<file path="src/rtl/calc2_quad_alu.sv">
// calc2_quad_alu: four independent tagged two-cycle add/sub/shift channels with registered responses
module calc2_quad_alu #(
  parameter int DATA_W = 32,
  parameter int CMD_W = 4,
  parameter int TAG_W = 2
) (
  input  logic              c_clk,
  input  logic              reset,
  input  logic [CMD_W-1:0]  req1_cmd_in,
  input  logic [DATA_W-1:0] req1_data_in,
  input  logic [TAG_W-1:0]  req1_tag_in,
  input  logic [CMD_W-1:0]  req2_cmd_in,
  input  logic [DATA_W-1:0] req2_data_in,
  input  logic [TAG_W-1:0]  req2_tag_in,
  input  logic [CMD_W-1:0]  req3_cmd_in,
  input  logic [DATA_W-1:0] req3_data_in,
  input  logic [TAG_W-1:0]  req3_tag_in,
  input  logic [CMD_W-1:0]  req4_cmd_in,
  input  logic [DATA_W-1:0] req4_data_in,
  input  logic [TAG_W-1:0]  req4_tag_in,
  output logic [1:0]        out_resp1,
  output logic [DATA_W-1:0] out_data1,
  output logic [TAG_W-1:0]  out_tag1,
  output logic [1:0]        out_resp2,
  output logic [DATA_W-1:0] out_data2,
  output logic [TAG_W-1:0]  out_tag2,
  output logic [1:0]        out_resp3,
  output logic [DATA_W-1:0] out_data3,
  output logic [TAG_W-1:0]  out_tag3,
  output logic [1:0]        out_resp4,
  output logic [DATA_W-1:0] out_data4,
  output logic [TAG_W-1:0]  out_tag4
);
  typedef enum logic [1:0] {IDLE, OP2, EXEC} state_t;
  localparam logic [CMD_W-1:0] ADD = CMD_W'(1);
  localparam logic [CMD_W-1:0] SUB = CMD_W'(2);
  localparam logic [CMD_W-1:0] SHL = CMD_W'(5);
  localparam logic [CMD_W-1:0] SHR = CMD_W'(6);
  logic [CMD_W-1:0]  cmd  [4];
  logic [DATA_W-1:0] din  [4];
  logic [TAG_W-1:0]  tin  [4];
  logic [1:0]        resp [4];
  logic [DATA_W-1:0] dout [4];
  logic [TAG_W-1:0]  tout [4];
  assign cmd[0] = req1_cmd_in;
  assign cmd[1] = req2_cmd_in;
  assign cmd[2] = req3_cmd_in;
  assign cmd[3] = req4_cmd_in;
  assign din[0] = req1_data_in;
  assign din[1] = req2_data_in;
  assign din[2] = req3_data_in;
  assign din[3] = req4_data_in;
  assign tin[0] = req1_tag_in;
  assign tin[1] = req2_tag_in;
  assign tin[2] = req3_tag_in;
  assign tin[3] = req4_tag_in;
  assign out_resp1 = resp[0];
  assign out_resp2 = resp[1];
  assign out_resp3 = resp[2];
  assign out_resp4 = resp[3];
  assign out_data1 = dout[0];
  assign out_data2 = dout[1];
  assign out_data3 = dout[2];
  assign out_data4 = dout[3];
  assign out_tag1 = tout[0];
  assign out_tag2 = tout[1];
  assign out_tag3 = tout[2];
  assign out_tag4 = tout[3];
  for (genvar i = 0; i < 4; i++) begin : g_ch
    state_t state, state_nx;
    logic [CMD_W-1:0]  cmd_q;
    logic [TAG_W-1:0]  tag_q, tag_out;
    logic [DATA_W-1:0] op1, op2, res_val, res_data, data_out;
    logic [DATA_W:0]   sum;
    logic [1:0]        res_resp, resp_out;
    logic              res_ok;
    always_ff @(posedge c_clk) state <= reset ? IDLE : state_nx;
    // EXEC accepts a new command directly, giving one response every two cycles
    always_comb state_nx = state == OP2 ? EXEC : cmd[i] != '0 ? OP2 : IDLE;
    assign sum = {1'b0, op1} + {1'b0, op2};
    always_comb begin
      res_ok = cmd_q == ADD ? !sum[DATA_W] : cmd_q == SUB ? op1 >= op2 : cmd_q == SHL || cmd_q == SHR;
      res_val = cmd_q == ADD ? sum[DATA_W-1:0] : cmd_q == SUB ? op1 - op2 :
                cmd_q == SHL ? op1 << op2[4:0] : op1 >> op2[4:0];
      res_resp = res_ok ? 2'd1 : 2'd2;
      res_data = res_ok ? res_val : '0;
    end
    always_ff @(posedge c_clk) begin
      if (reset) begin
        cmd_q <= '0;
        tag_q <= '0;
        op1 <= '0;
        op2 <= '0;
        resp_out <= '0;
        data_out <= '0;
        tag_out <= '0;
      end else begin
        if (state != OP2 && cmd[i] != '0) begin
          cmd_q <= cmd[i];
          tag_q <= tin[i];
          op1 <= din[i];
        end
        if (state == OP2) op2 <= din[i];
        resp_out <= state == EXEC ? res_resp : 2'd0;
        data_out <= state == EXEC ? res_data : '0;
        tag_out <= state == EXEC ? tag_q : '0;
      end
    end
    assign resp[i] = resp_out;
    assign dout[i] = data_out;
    assign tout[i] = tag_out;
  end
endmodule

</file>
<file path="config.mk">
export PLATFORM = sky130hd
export DESIGN_NAME = calc2_quad_alu
export DESIGN_NICKNAME = d
export VERILOG_FILES = /design/src/rtl/calc2_quad_alu.sv
export SDC_FILE = /design/constraint.sdc
export NUM_CORES = 2
export LEC_CHECK = 0
export CORE_ASPECT_RATIO = 0.7
export CORE_MARGIN = 5
export CORE_UTILIZATION = 40
export CTS_CLUSTER_DIAMETER = 60
export DETAILED_ROUTE_END_ITERATION = 12
export GPL_TIMING_DRIVEN = 0
export MAX_ROUTING_LAYER = met4
export PLACE_DENSITY = 0.6
export SLEW_MARGIN = 20
export SYNTH_ARGS = -nofsm -noshare
export SYNTH_HDL_FRONTEND = slang
export SYNTH_SLANG_ARGS = --single-unit
</file>
<file path="constraint.sdc">
create_clock -name c_clk -period 14.21 [get_ports c_clk]
set_input_delay 2.842 -clock c_clk [delete_from_list [all_inputs] [get_ports c_clk]]
set_output_delay 2.842 -clock c_clk [all_outputs]
set_load 0.05 [all_outputs]
</file>
==> metrics.cfg <==
[clock_tree]
cts_root_buf=clkbuf_16
htreeDepth=2
clk_pin_slew_ns=0.07
ctsHoldBuffers=0
cts_tree=built
post_cts_buffers=0
clk_path_buf_depth=3
post_cts.resized_instances=0
cts-buffers-inserted=51
cts.sinks=432
clk_latency_ns=0.64

[floorplanning]
die_h_um=281
rows=99
dieArea_mm2=0.112
core_area_mm2=0.104
ios=298
initial_core_util=0.403
chipWidth_um=397

[placed_design]
preCtsSetupSlack_ns=7.68
dpl.hpwl_um=168000
dp_cells=7281
portBuffers=296
place.gp.congestion=1.08

[sta]
drv_slew=0
timing.fmax_mhz=153
rsz0062_at_grt=no
min_period_ns=6.54
worst_pin_slew_ns=1.27
whs_ns=0.450
fin_setup_tns_ns=0
slew_headroom=0.149
period_share=0.460
finalHoldViolCount=0
setup_viol=0
setup_slack_ns=7.67
skew_ns=0.0220

[global_routing]
antenna_found_initial=7
grt_overflow=0
grt_pass1_vias=44100
grt_usage=0.370
grt_pass1_wl_um=305000
grt_start_max_net_pins=15

[route]
drt_first_pass_iters=10
antenna_left=0
vias_per_cell=6.58
wl_per_cell_um=28.7
drt-initial-drc-count=7209
vias=48600
wl_um=212000
drc=0

[finish]
area_delta_synth_final_pct=15.6
layout-drive-gt1-share=0.0743
fin_nets=6344
stdcell_count=7381
nFillCells=10700
utilization=0.466

[critical_path]
max_stage_delay_ns=0.89
cp_common_cell=clkbuf_1
cp_slowest_cell=a2111oi_1
cp_max_fo=10
cp_cell_sequence=clkbuf_1 > clkbuf_1 > inv_2 > buf_1 > clkbuf_1 > ha_1 > buf_2 > nor2b_1 > o211ai_1 > a2111oi_1 > nor3_2 > o311ai_2 > o22a_1 > nor4b_1 > o41a_1 > nand2b_1 > buf_6 > buf_2 > a21oi_1
r2r-start=g_ch[3].op2[2]
setup.worst_path.class=reg -> reg
crit_path_start=g_ch[3].op2[2]
required_ns=14.72
cp.arrival_ns=7.05
cp-start-kind=register
cp-end-kind=register

[logic_synthesis]
synth_cell_types=96
synth_warnings=0
yosys_register_bits=432
synthTopCellsByCount=nand2_1 (675), a21oi_1 (599), nor2_1 (525)
yosysTopAreaCell=dfxtp_1
synth.top_cell.area_share=0.206
synth_fp_nets=5993
synth-async-reset-ratio=0
yosysMostFrequentCell=nand2_1
synthTopCellsByArea=dfxtp_1 (21%), ha_1 (7.7%), mux4_2 (7.4%)
synth_area_mm2=0.0420
synth_area_per_cell_um2=7.54
synth-main-ff-cell=dfxtp_1
synth-seq-area-share=0.206
synth_edf_count=0
synth_cells=5571

[outcome]
outcome=finished, final reports clean

[worst_hold_path]
holdCritStartpoint=g_ch[0].tag_q[0]
holdCritPathClass=reg -> reg

[power]
p_leak_nw=18.7
peakVddDrop_uv=91.1
power_density_mw_per_mm2=102

[run]
drv_cap=0

cell usage in the layout, fill, tap and decap left out, types with 215 or more instances in the layout:
cell | synthesis | routed
nand2_1 | 675 | 675
a21oi_1 | 599 | 599
nor2_1 | 525 | 523
dfxtp_1 | 432 | 432
clkbuf_1 | 345 | 350
o21ai_0 | 340 | 340
clkdlybuf4s50_1 | 0 | 296
ha_1 | 260 | 260
inv_1 | 241 | 241
mux2i_1 | 215 | 215
layer usage:
layer	part of all wire	global-route usage	wire length, µm
met2	0.39	0.502	83200
met1	0.44	0.536	93400
met5	0	-	0
met3	0.14	0.109	29100
met4	0.028	0.0847	5850
critical path: cells and delay by family, from the launching register on:
| family | cells | cell delay [ns] |
|---|---|---|
| and+or+nand+nor | 4 | 0.74 |
| AOI/OAI and AO/OA | 6 | 2.15 |
| buffers and inverters | 8 | 2.75 |
| DFF | 1 | 0.36 |
| adders and majority gates | 1 | 0.37 |
power by group:
group          internal [mW]  switching, mW  total, mW
logic                  0.724           1.41       2.13
registers               1.28          0.168       1.44
clock network          0.795          0.592       1.39
worst paths after layout:
kind | slack, ns | depth (start not counted) | to
hold / removal | 0.45 | 2 | g_ch[0].tag_q[0]
setup / recovery | 7.67 | 19 | out_data4[3]
setup reg to reg | 7.67 | 19 | out_data4[3]
hold reg to reg | 0.45 | 2 | g_ch[0].tag_q[0]
through the flow:
stage / power [mW] / cell area (µm²)
2_1_floorplan: 2.73 / 42000
3_3_place_gp: 3.49 / 46800
3_5_place_dp: 3.48 / 46800
4_1_cts: 4.88 / 48500
5_1_grt: 5.15 / 48600
6_report: 4.96 / 48600
cells by family (layout without fill, tap and decap cells):
family                   after synthesis  count (layout)  synth area share
AO/OA/AOI/OAI                       1968            1968             0.312
AND/OR/NAND/NOR                     1718            1718             0.181
buffers and inverters                715            1105            0.0665
flip-flops                           432             432             0.206
multiplexers                         422             422             0.144
adder cells (fa/ha/maj)              268             268            0.0812
XOR/XNOR                              48              48            0.0100
other                                  0               6                 0
layout make-up:
cell class                      count  area, µm²  area share
Timing Repair Buffer              298       2990      0.0615
Tap cell                         1414       1770      0.0364
Antenna cell                        6       15.0    0.000309
Sequential cell                   432       8650       0.178
Inverter                          255        957      0.0197
Clock buffer                       66       1440      0.0295
Multi-Input combinational cell   4424      30600       0.630
Buffer                            460       1840      0.0379
Clock inverter                     26        319     0.00657
sequential cells by signal, indices dropped and copies added, names as in the netlist:
signal / count
out_tag4: 2
out_resp4: 2
out_tag1: 2
g_ch.op2: 128
out_data1: 32
out_resp2: 2
g_ch.op1: 128
out_resp1: 2
g_ch.state: 8
out_resp3: 2
g_ch.cmd_q: 16
out_data2: 32
out_data3: 32
g_ch.tag_q: 8
out_tag3: 2
out_data4: 32
out_tag2: 2
Power figures use the tool's default switching activity.
